`src/rtl/loop_stack_pkg.sv`:
```
// Shared types and constants for the nested-loop stack.
// Optional retired-iteration counter is enabled with LOOP_STACK_PERF_EN.
package loop_pkg;

    localparam int BITS                  = 15;
    localparam int LOOP_LOG_CNT          = 2;
    localparam int SUPERSCALAR_LOG_WIDTH = 2;

    localparam int LOOP_CNT = 1 << LOOP_LOG_CNT;
    localparam int SS_WIDTH = 1 << SUPERSCALAR_LOG_WIDTH;
    localparam int DEPTH_W  = LOOP_LOG_CNT + 1;
    localparam int REM_W    = BITS + 1;
    localparam int PERF_W   = 32;

    typedef struct packed {
        logic [BITS-1:0] count;
        logic [BITS-1:0] iter;
        logic            indep;
    } loop_entry_t;

    typedef enum logic [2:0] {
        CMD_NONE    = 3'd0,
        CMD_REPLACE = 3'd1,
        CMD_PUSH    = 3'd2,
        CMD_POP     = 3'd3,
        CMD_NEXT    = 3'd4
    } loop_cmd_e;

endpackage

```
`src/rtl/loop_stack_if.sv`:
```
// Command and status bundle between the control unit and the loop stack.
// Carries retired_iterations only when LOOP_STACK_PERF_EN is defined.
interface loop_stack_if;
    import loop_pkg::*;

    logic                             should_increment;
    logic                             should_create_new_loop;
    logic [BITS-1:0]                  new_loop_iteration_count;
    logic                             new_loop_is_inner_independent_loop;
    logic                             did_start_next_loop_iteration;
    logic                             did_finish_loop;
    logic                             done;
    logic [SUPERSCALAR_LOG_WIDTH-1:0] copy_count;
    logic [BITS-1:0]                  current_iteration;
    logic [DEPTH_W-1:0]               current_loop_depth;
    logic                             empty;
    logic                             full;
    logic                             overflow;
    logic                             underflow;
`ifdef LOOP_STACK_PERF_EN
    logic [PERF_W-1:0]                retired_iterations;
`endif

    modport master (
        output should_increment, should_create_new_loop, new_loop_iteration_count,
               new_loop_is_inner_independent_loop, did_start_next_loop_iteration,
               did_finish_loop,
        input
`ifdef LOOP_STACK_PERF_EN
               retired_iterations,
`endif
               done, copy_count, current_iteration, current_loop_depth,
               empty, full, overflow, underflow
    );

    modport slave (
        input  should_increment, should_create_new_loop, new_loop_iteration_count,
               new_loop_is_inner_independent_loop, did_start_next_loop_iteration,
               did_finish_loop,
        output
`ifdef LOOP_STACK_PERF_EN
               retired_iterations,
`endif
               done, copy_count, current_iteration, current_loop_depth,
               empty, full, overflow, underflow
    );

endinterface

```
`src/rtl/loop_stack_batch_calc.sv`:
```
// Combinational batch sizing for the top loop entry: remaining count,
// superscalar copy count (batch size minus one) and last-batch flag.
module loop_batch_calc
    import loop_pkg::*;
(
    input  loop_entry_t                      entry_i,
    input  logic                             valid_i,
    output logic [SUPERSCALAR_LOG_WIDTH-1:0] copy_count_o,
    output logic                             done_o,
    output logic [REM_W-1:0]                 remaining_o
);

    // Batch size is clipped to what is left; widened so count - iter never wraps.
    always_comb begin
        remaining_o  = '0;
        copy_count_o = '0;
        done_o       = 1'b0;
        if (valid_i) begin
            remaining_o = {1'b0, entry_i.count} - {1'b0, entry_i.iter};
            if (entry_i.indep) begin
                if (remaining_o >= REM_W'(SS_WIDTH)) begin
                    copy_count_o = SUPERSCALAR_LOG_WIDTH'(SS_WIDTH - 1);
                end else if (remaining_o == '0) begin
                    copy_count_o = '0;
                end else begin
                    copy_count_o = SUPERSCALAR_LOG_WIDTH'(remaining_o - REM_W'(1));
                end
            end else begin
                copy_count_o = '0;
            end
            done_o = (remaining_o <= (REM_W'(copy_count_o) + REM_W'(1)));
        end else begin
            remaining_o  = '0;
            copy_count_o = '0;
            done_o       = 1'b0;
        end
    end

endmodule

```
`src/rtl/loop_stack.sv`:
```
// Nested hardware loop stack: push/pop/replace of loop contexts and batched
// iteration advance. LOOP_STACK_PERF_EN adds a saturating retired-iteration count.
module loop_stack
    import loop_pkg::*;
(
    input  logic         clk,
    input  logic         reset,
    loop_stack_if.slave  bus
);

    localparam int IDX_W = LOOP_LOG_CNT;

    loop_entry_t                      entries_q [LOOP_CNT];
    loop_entry_t                      entries_d [LOOP_CNT];
    logic [DEPTH_W-1:0]               depth_q, depth_d;
    logic                             overflow_q, overflow_d;
    logic                             underflow_q, underflow_d;

    logic                             empty_s, full_s;
    logic [IDX_W-1:0]                 top_idx_s, push_idx_s;
    loop_entry_t                      top_entry_s, new_entry_s;
    logic [SUPERSCALAR_LOG_WIDTH-1:0] calc_cc_s;
    logic                             calc_done_s;
    logic [REM_W-1:0]                 calc_rem_s;
    logic [BITS-1:0]                  step_s;
    loop_cmd_e                        cmd_s;

    assign empty_s     = (depth_q == '0);
    assign full_s      = (depth_q == DEPTH_W'(LOOP_CNT));
    // At depth 0 the index wraps, but the entry is then marked invalid.
    assign top_idx_s   = depth_q[IDX_W-1:0] - IDX_W'(1);
    assign push_idx_s  = depth_q[IDX_W-1:0];
    assign top_entry_s = entries_q[top_idx_s];
    assign step_s      = BITS'(calc_cc_s) + BITS'(1);

    assign new_entry_s.count = bus.new_loop_iteration_count;
    assign new_entry_s.iter  = '0;
    assign new_entry_s.indep = bus.new_loop_is_inner_independent_loop;

    loop_batch_calc u_batch_calc (
        .entry_i      (top_entry_s),
        .valid_i      (!empty_s),
        .copy_count_o (calc_cc_s),
        .done_o       (calc_done_s),
        .remaining_o  (calc_rem_s)
    );

    // Resolve the per-cycle command by priority; a stall masks everything.
    always_comb begin
        cmd_s = CMD_NONE;
        if (!bus.should_increment) begin
            cmd_s = CMD_NONE;
        end else if (bus.should_create_new_loop && bus.did_finish_loop && !empty_s) begin
            cmd_s = CMD_REPLACE;
        end else if (bus.should_create_new_loop) begin
            cmd_s = CMD_PUSH;
        end else if (bus.did_finish_loop) begin
            cmd_s = CMD_POP;
        end else if (bus.did_start_next_loop_iteration && !empty_s && !calc_done_s
                     && (calc_rem_s != '0)) begin
            cmd_s = CMD_NEXT;
        end else begin
            cmd_s = CMD_NONE;
        end
    end

    // Next-state for the entry array, depth and sticky error flags.
    always_comb begin
        for (int i = 0; i < LOOP_CNT; i++) begin
            entries_d[i] = entries_q[i];
        end
        depth_d     = depth_q;
        overflow_d  = overflow_q;
        underflow_d = underflow_q;
        case (cmd_s)
            CMD_REPLACE: begin
                entries_d[top_idx_s] = new_entry_s;
            end
            CMD_PUSH: begin
                if (full_s) begin
                    overflow_d = 1'b1;
                end else begin
                    entries_d[push_idx_s] = new_entry_s;
                    depth_d               = depth_q + DEPTH_W'(1);
                end
            end
            CMD_POP: begin
                if (empty_s) begin
                    underflow_d = 1'b1;
                end else begin
                    entries_d[top_idx_s] = '0;
                    depth_d              = depth_q - DEPTH_W'(1);
                end
            end
            CMD_NEXT: begin
                entries_d[top_idx_s].iter = top_entry_s.iter + step_s;
            end
            CMD_NONE: begin
                depth_d = depth_q;
            end
            default: begin
                depth_d = depth_q;
            end
        endcase
    end

    // Stack state register.
    always_ff @(posedge clk) begin
        if (reset) begin
            for (int i = 0; i < LOOP_CNT; i++) begin
                entries_q[i] <= '0;
            end
            depth_q     <= '0;
            overflow_q  <= 1'b0;
            underflow_q <= 1'b0;
        end else begin
            for (int i = 0; i < LOOP_CNT; i++) begin
                entries_q[i] <= entries_d[i];
            end
            depth_q     <= depth_d;
            overflow_q  <= overflow_d;
            underflow_q <= underflow_d;
        end
    end

`ifdef LOOP_STACK_PERF_EN
    logic [PERF_W-1:0] retired_q, retired_d;
    logic [PERF_W:0]   retired_sum_s;
    logic [PERF_W-1:0] retired_add_s;

    // A finish retires the final batch of the popped loop.
    always_comb begin
        retired_add_s = '0;
        case (cmd_s)
            CMD_NEXT:    retired_add_s = PERF_W'(step_s);
            CMD_REPLACE: retired_add_s = PERF_W'(step_s);
            CMD_POP:     retired_add_s = empty_s ? '0 : PERF_W'(step_s);
            CMD_PUSH:    retired_add_s = '0;
            CMD_NONE:    retired_add_s = '0;
            default:     retired_add_s = '0;
        endcase
        retired_sum_s = {1'b0, retired_q} + {1'b0, retired_add_s};
        if (retired_sum_s[PERF_W]) begin
            retired_d = '1;
        end else begin
            retired_d = retired_sum_s[PERF_W-1:0];
        end
    end

    // Saturating retired-iteration counter.
    always_ff @(posedge clk) begin
        if (reset) begin
            retired_q <= '0;
        end else begin
            retired_q <= retired_d;
        end
    end

    assign bus.retired_iterations = retired_q;
`endif

    assign bus.done               = calc_done_s;
    assign bus.copy_count         = calc_cc_s;
    assign bus.current_iteration  = empty_s ? '0 : top_entry_s.iter;
    assign bus.current_loop_depth = depth_q;
    assign bus.empty              = empty_s;
    assign bus.full               = full_s;
    assign bus.overflow           = overflow_q;
    assign bus.underflow          = underflow_q;

endmodule

```
`src/flat_wrapper.sv`:
```
// flat-port wrapper written by rule: the top's interface ports become plain ports
module loop_stack_flat import loop_pkg::*;
  (clk, reset, bus_should_increment, bus_should_create_new_loop, bus_new_loop_iteration_count, bus_new_loop_is_inner_independent_loop, bus_did_start_next_loop_iteration, bus_did_finish_loop, bus_done, bus_copy_count, bus_current_iteration, bus_current_loop_depth, bus_empty, bus_full, bus_overflow, bus_underflow);
  loop_stack_if bus_i ();
  input  logic clk;
  input  logic reset;
  input wire logic [$bits(bus_i.should_increment)-1:0] bus_should_increment;
  input wire logic [$bits(bus_i.should_create_new_loop)-1:0] bus_should_create_new_loop;
  input wire logic [$bits(bus_i.new_loop_iteration_count)-1:0] bus_new_loop_iteration_count;
  input wire logic [$bits(bus_i.new_loop_is_inner_independent_loop)-1:0] bus_new_loop_is_inner_independent_loop;
  input wire logic [$bits(bus_i.did_start_next_loop_iteration)-1:0] bus_did_start_next_loop_iteration;
  input wire logic [$bits(bus_i.did_finish_loop)-1:0] bus_did_finish_loop;
  output wire logic [$bits(bus_i.done)-1:0] bus_done;
  output wire logic [$bits(bus_i.copy_count)-1:0] bus_copy_count;
  output wire logic [$bits(bus_i.current_iteration)-1:0] bus_current_iteration;
  output wire logic [$bits(bus_i.current_loop_depth)-1:0] bus_current_loop_depth;
  output wire logic [$bits(bus_i.empty)-1:0] bus_empty;
  output wire logic [$bits(bus_i.full)-1:0] bus_full;
  output wire logic [$bits(bus_i.overflow)-1:0] bus_overflow;
  output wire logic [$bits(bus_i.underflow)-1:0] bus_underflow;
  assign bus_i.should_increment = bus_should_increment;
  assign bus_i.should_create_new_loop = bus_should_create_new_loop;
  assign bus_i.new_loop_iteration_count = bus_new_loop_iteration_count;
  assign bus_i.new_loop_is_inner_independent_loop = bus_new_loop_is_inner_independent_loop;
  assign bus_i.did_start_next_loop_iteration = bus_did_start_next_loop_iteration;
  assign bus_i.did_finish_loop = bus_did_finish_loop;
  assign bus_done = bus_i.done;
  assign bus_copy_count = bus_i.copy_count;
  assign bus_current_iteration = bus_i.current_iteration;
  assign bus_current_loop_depth = bus_i.current_loop_depth;
  assign bus_empty = bus_i.empty;
  assign bus_full = bus_i.full;
  assign bus_overflow = bus_i.overflow;
  assign bus_underflow = bus_i.underflow;
  loop_stack u_core (.clk(clk), .reset(reset), .bus(bus_i));
endmodule
```
`config.mk`:
```
export PLATFORM = sky130hd
export DESIGN_NAME = loop_stack_flat
export DESIGN_NICKNAME = d
export VERILOG_FILES = /design/src/rtl/loop_stack_pkg.sv /design/src/rtl/loop_stack_if.sv /design/src/rtl/loop_stack_batch_calc.sv /design/src/rtl/loop_stack.sv /design/src/flat_wrapper.sv
export SDC_FILE = /design/constraint.sdc
export NUM_CORES = 1
export LEC_CHECK = 0
export CELL_PAD_IN_SITES_DETAIL_PLACEMENT = 2
export CELL_PAD_IN_SITES_GLOBAL_PLACEMENT = 2
export CORE_MARGIN = 2
export CORE_UTILIZATION = 35
export DETAILED_ROUTE_END_ITERATION = 8
export PLACE_DENSITY_LB_ADDON = 0.1
export REMOVE_ABC_BUFFERS = 1
export SLEW_MARGIN = 5
export SYNTH_ARGS = -nofsm -noshare
export SYNTH_HDL_FRONTEND = slang
export SYNTH_HIERARCHICAL = 1
export SYNTH_SLANG_ARGS = --single-unit
```
`constraint.sdc`:
```
create_clock -name clk -period 8.3 [get_ports clk]
set_input_delay 1.66 -clock clk [delete_from_list [all_inputs] [get_ports clk]]
set_output_delay 1.66 -clock clk [all_outputs]
set_load 0.02 [all_outputs]
```
Word-level counts from Yosys, hierarchy flattened
Memories as Yosys holds them, arrays and structs flattened.
Index checks and enable logic that the tools add are counted.
- bitwise operators: 8
- equal/unequal tests: 7
- add/subtract/negate cells: 8
- $lt $le $gt $ge: 6
- reductions and logical operators: 16
- shift operators: 0
- multiply operators: 0
- divide/modulo/power cells: 0
- muxes and demuxes: 35
- operators by type and width (operator ; count):
    124-bit one-hot mux with 4 select lines ; 1
    124-bit bitwise mux ; 3
    124-bit two-way mux ; 2
    31-bit demux with 2-bit select ; 3
    31-bit two-way mux ; 6
    124-bit AND ; 1
    124-bit inverter ; 1
    16-bit two-way mux ; 2
    3-bit two-way mux ; 7
    16-bit by 3-bit greater-or-equal comparator with 1-bit output (second input constant) ; 1
    16-bit by 3-bit less-or-equal comparator with 1-bit output ; 1
    16-bit logical NOT ; 1
    16-bit nonzero test ; 1
    15-bit by 15-bit subtractor with 16-bit output ; 1
    15-bit adder ; 1
    15-bit two-way mux ; 1
    2-bit two-way mux ; 5
    1-bit logical AND ; 7
    2-bit by 1-bit adder with 3-bit output (second input constant) ; 2
    3-bit by 2-bit equality test with 1-bit output (second input constant) ; 2
    3-bit equality test (second input constant) ; 2
    3-bit greater-or-equal comparator (second input constant) ; 2
    3-bit by 1-bit less-than comparator with 1-bit output (second input constant) ; 2
    2-bit inverter with 3-bit output ; 2
    13 further kinds ; 23
- input port bits: 22
- output and inout bits: 25
- bits in read-only memories: 0
- logic and storage cells: 84
- bits in registers: 5
- RAM bits: 124
- memories: 1
- latch bits: 0
- memory list (memory ; depth ; width ; read ports ; clocked after Yosys merged registers in ; wr ports ; RTL line ; RTL):
    u_core.entries_q ; 4 ; 31 ; 5 ; 0 ; 4 ; loop_stack.sv:13 ; loop_entry_t entries_q [LOOP_CNT];

Longest topological paths before layout
An unclocked memory read counts as a cell.
- depth after elaboration: 22
- mapped depth: 35
- mapped depth without buffers: 27

Modules after synthesis
The synthesis kept the hierarchy.
- modules (own cells, without submodules) (module ; seq. area each (µm²) ; cells each ; times used ; area each (µm²)):
    loop_stack ; 2582.5 ; 606 ; 1 ; 6207.2
    loop_batch_calc ; 0.0 ; 183 ; 1 ; 1318.8

Worst setup path before layout
Ideal clock, no wire load.
- kind: register -> output
- start point: register u_core.depth_q[0], in the netlist u_core/bus.current_loop_depth[0]
- end point: output port bus_done
- stages on the path, launching flop included: 28
- path slack: -0.212 ns
- arrival time: 6.852 ns
- path through: dfxtp_1 > buf_6 > buf_12 > buf_2 > buf_2 > inv_1 > ha_1 > buf_2 > buf_2 > buf_1 > clkbuf_1 > mux4_2 > ha_1 > and4_4 > a221oi_2 > a31oi_4 > mux2i_1 > or4_4 > and4_4 > a31oi_1 > ha_1 > inv_1 > ha_1 > a21o_1 > a21oi_1 > a31oi_1 > a2111oi_0 > and4b_1
- RTL lines (item ; RTL line ; RTL):
    start, declared ; loop_stack.sv:15 ; logic [DEPTH_W-1:0] depth_q, depth_d;
    start signal, assigned ; loop_stack.sv:120 ; depth_q <= depth_d;
    end, declared ; flat_wrapper.sv:13 ; output wire logic [$bits(bus_i.done)-1:0] bus_done;

==> run summary <==
Synthesized cell area: 7530 sq um
CTS tree: yes
Aggregate global-route resource usage: 26.3%
Full die area: 22700 sq um
Pwr Total: 1930 uW
Tcrit/Tclk final: 94.6%
Pwr dens: 218 nW/um^2
RePlAce Congestion: 0.918
Seq cells post-synth: 129
First-pass GRT wire length: 44500 um
Htree depth: 4
PortBufs: 46
Grt ovf: 0
Synth cell types: 98
WHS: 0.462 ns
CTS clk-pin slew, worst paths: 0.06 ns
Critical Path Source: u_core/bus.current_loop_depth[1]
# DRC: 0
EDFF count, synth: 0
Syn Inst Count: 789
Iter 0 DRT Violations: 350
Pleak: 0.00327 uW
Startpoint Class: flip-flop
Synth warn: 6
Slew Viols, Final: 0
Starting Density: 35.7%
Worst setup EP type: output port
Post-route ant nets: 0
Clock Skews: 0.0187 ns
Mapped Avg Cell Area: 9.54 sq um
Maxcap violations: 0
Final min period: 7.85 ns
Worst reg2reg path depth: 27
Setup Buffers After CTS: 0
HP Class: flip-flop to flip-flop
Final hold violation count: 0
Clk sink count: 129
RSZ-0062 raised after global routing: false
Final Net Count: 879
Detailed Route WL: 28800 um
Io pins: 47
N_diodes: 0
Post-synthesis sequential area ratio: 34.3%
F_max: 127 MHz
DP Area: 8250 sq um
Via count: 6745
Required @ worst endpoint: 6.64 ns
Placed wire-length estimate: 20500 um
Root Driver: clkbuf_16
Worst relative slew slack: 29.2%
Share of layout cells above drive strength 1: 15.9%
First-pass DRT Iterations: 5
Worst R2R Start: u_core/bus.current_loop_depth[1]
Worst-Margin Slew: 1.06 ns
Worst Path Arrival: 6.19 ns
Crit path max fanout: 27
Number of antenna violations at the first check in global routing: 0
Die W: 151 um
Setup Viol. Count Final: 0
Peak VDD IR: 0.143 mV
Clk Latency, worst-skew pair: 0.44 ns
Layout area overhead: 17.4%
Largest net degree at the start of global routing: 56
# rows: 53
Height of the die: 151 um
Dominant synthesized flop cell: dfxtp_1
Cts hold-fix bufs: 0
Wire length per cell: 25.9 um
Worst setup margin: 0.448 ns
Status: complete, no violations
Async set or reset register ratio after synthesis: 0%
Setup crit end: bus_done
Reg2Reg Setup Slack: 0.79 ns
Design area: 8830 sq um
Vias/cell: 6.05
Clock Tree Buf Depth: 2
Dpl ws: 0.408 ns
Vias in the first global route: 7422
Kind of critical path: flip-flop to output port
TritonCTS buffer count: 17
Fillers: 2280
Core area: 21100 sq um
## metal layers
layer  track usage [%]  vias to the layer above  share of wire [%]
li1                  -                     3042                  -
met1              33.4                     3497                 44
met2              45.3                      165                 50
met3              4.61                       41                4.2
met4              8.22                        0                2.2
met5                 0                        -                  0
## metrics by stage
step,utilization [%],cells,setup TNS [ns]
2_1_floorplan,-,746,-12.17
3_3_place_gp,39.1,1083,0
3_5_place_dp,39.1,1083,0
4_1_cts,41.9,1114,0
5_1_grt,41.9,1114,0
6_report,41.9,1114,0
## cell type report
type                            count  area [sq um]  share of cell area (%)
Multi-Input combinational cell    576          4570                    51.7
Sequential cell                   129          2580                    29.3
Timing Repair Buffer               62           603                    6.83
Clock buffer                       17           425                    4.82
Tap cell                          275           344                    3.90
Clock inverter                     14           155                    1.76
Inverter                           41           154                    1.74
## power by group
part | total [uW] | internal [uW] | leakage, uW | switching (uW)
registers | 648 | 637 | 0.00104 | 11.1
clock network | 752 | 444 | 0.000280 | 308
logic | 525 | 196 | 0.00195 | 329
## worst min path at each step
stage          depth (start not counted)  slack (ns)                     from                      end
6_report                               2        0.46                flip-flop                flip-flop
4_1_cts                                2        0.47                flip-flop                flip-flop
5_1_grt                                2        0.49                flip-flop                flip-flop
3_5_place_dp                           2        0.45  u_core/entries_q[1][10]  u_core/entries_q[1][10]
3_3_place_gp                           2        0.43   u_core/entries_q[1][9]   u_core/entries_q[1][9]
2_1_floorplan                          2        0.42   u_core/entries_q[1][7]   u_core/entries_q[1][7]
## critical path, cell delays in order, from the launching register on
cell,delay [ns]
dfxtp_2,0.40
inv_1,0.09
ha_1,0.34
buf_12,0.23
mux4_2,0.35
ha_1,0.25
fa_1,0.40
and2b_2,0.29
o2111ai_4,0.17
a31oi_4,0.24
mux2i_1,0.10
or4_4,0.56
and4_4,0.24
a31oi_1,0.19
ha_1,0.26
inv_1,0.06
ha_1,0.23
a21o_1,0.17
a21oi_1,0.17
a31oi_1,0.07
a2111oi_1,0.36
and4b_1,0.33
dlymetal6s2s_1,0.25
## kinds of logic (layout without fill, tap and decap cells)
kind of cell | Yosys count | count (layout) | synth area share, %
simple gates | 258 | 258 | 18.3
compound gates | 233 | 233 | 24.7
flops | 129 | 129 | 34.3
buf+inv | 84 | 134 | 5.09
mux | 35 | 35 | 9.86
fa+ha+maj | 30 | 30 | 5.19
xor+xnor | 20 | 20 | 2.63
## what timing repair did
item | in CTS | in global routing
setup endpoints to repair | 1 | 1
resized for setup | 1 | 2
hold endpoints to repair | 0 | 0
gates cloned | 0 | 0
## layout by cell type (no fill, tap or decap), types with 9 or more instances in the layout
cell type / netlist / routed
nand2_1: 39 / 39
mux4_2: 31 / 31
buf_4: 2 / 14
xnor2_1: 11 / 11
ha_1: 28 / 28
a22oi_1: 57 / 57
a21o_1: 9 / 9
o21ai_0: 15 / 15
a21oi_1: 20 / 20
a2bb2oi_1: 10 / 10
a31oi_1: 11 / 11
and2_1: 19 / 19
clkbuf_16: 0 / 17
a22o_1: 35 / 35
nor3_1: 11 / 10
nor2_1: 104 / 104
inv_1: 38 / 38
clkdlybuf4s50_1: 0 / 44
dfxtp_1: 129 / 127
nand3_1: 22 / 22
## synthesized netlist by cell type, types with 9 or more instances
master / instances / area share [%]
a21o_1: 9 / 0.90
a21oi_1: 20 / 1.3
a22o_1: 35 / 4.1
a22oi_1: 57 / 5.7
a2bb2oi_1: 10 / 1.2
a31oi_1: 11 / 0.91
and2_1: 19 / 1.6
buf_2: 13 / 0.86
clkbuf_1: 21 / 1.0
dfxtp_1: 129 / 34
ha_1: 28 / 4.7
inv_1: 38 / 1.9
mux4_2: 31 / 9.3
nand2_1: 39 / 1.9
nand3_1: 22 / 1.5
nor2_1: 104 / 5.2
nor3_1: 11 / 0.73
o21ai_0: 15 / 1.0
xnor2_1: 11 / 1.3
No activity file was read; power rests on OpenSTA's default activity.
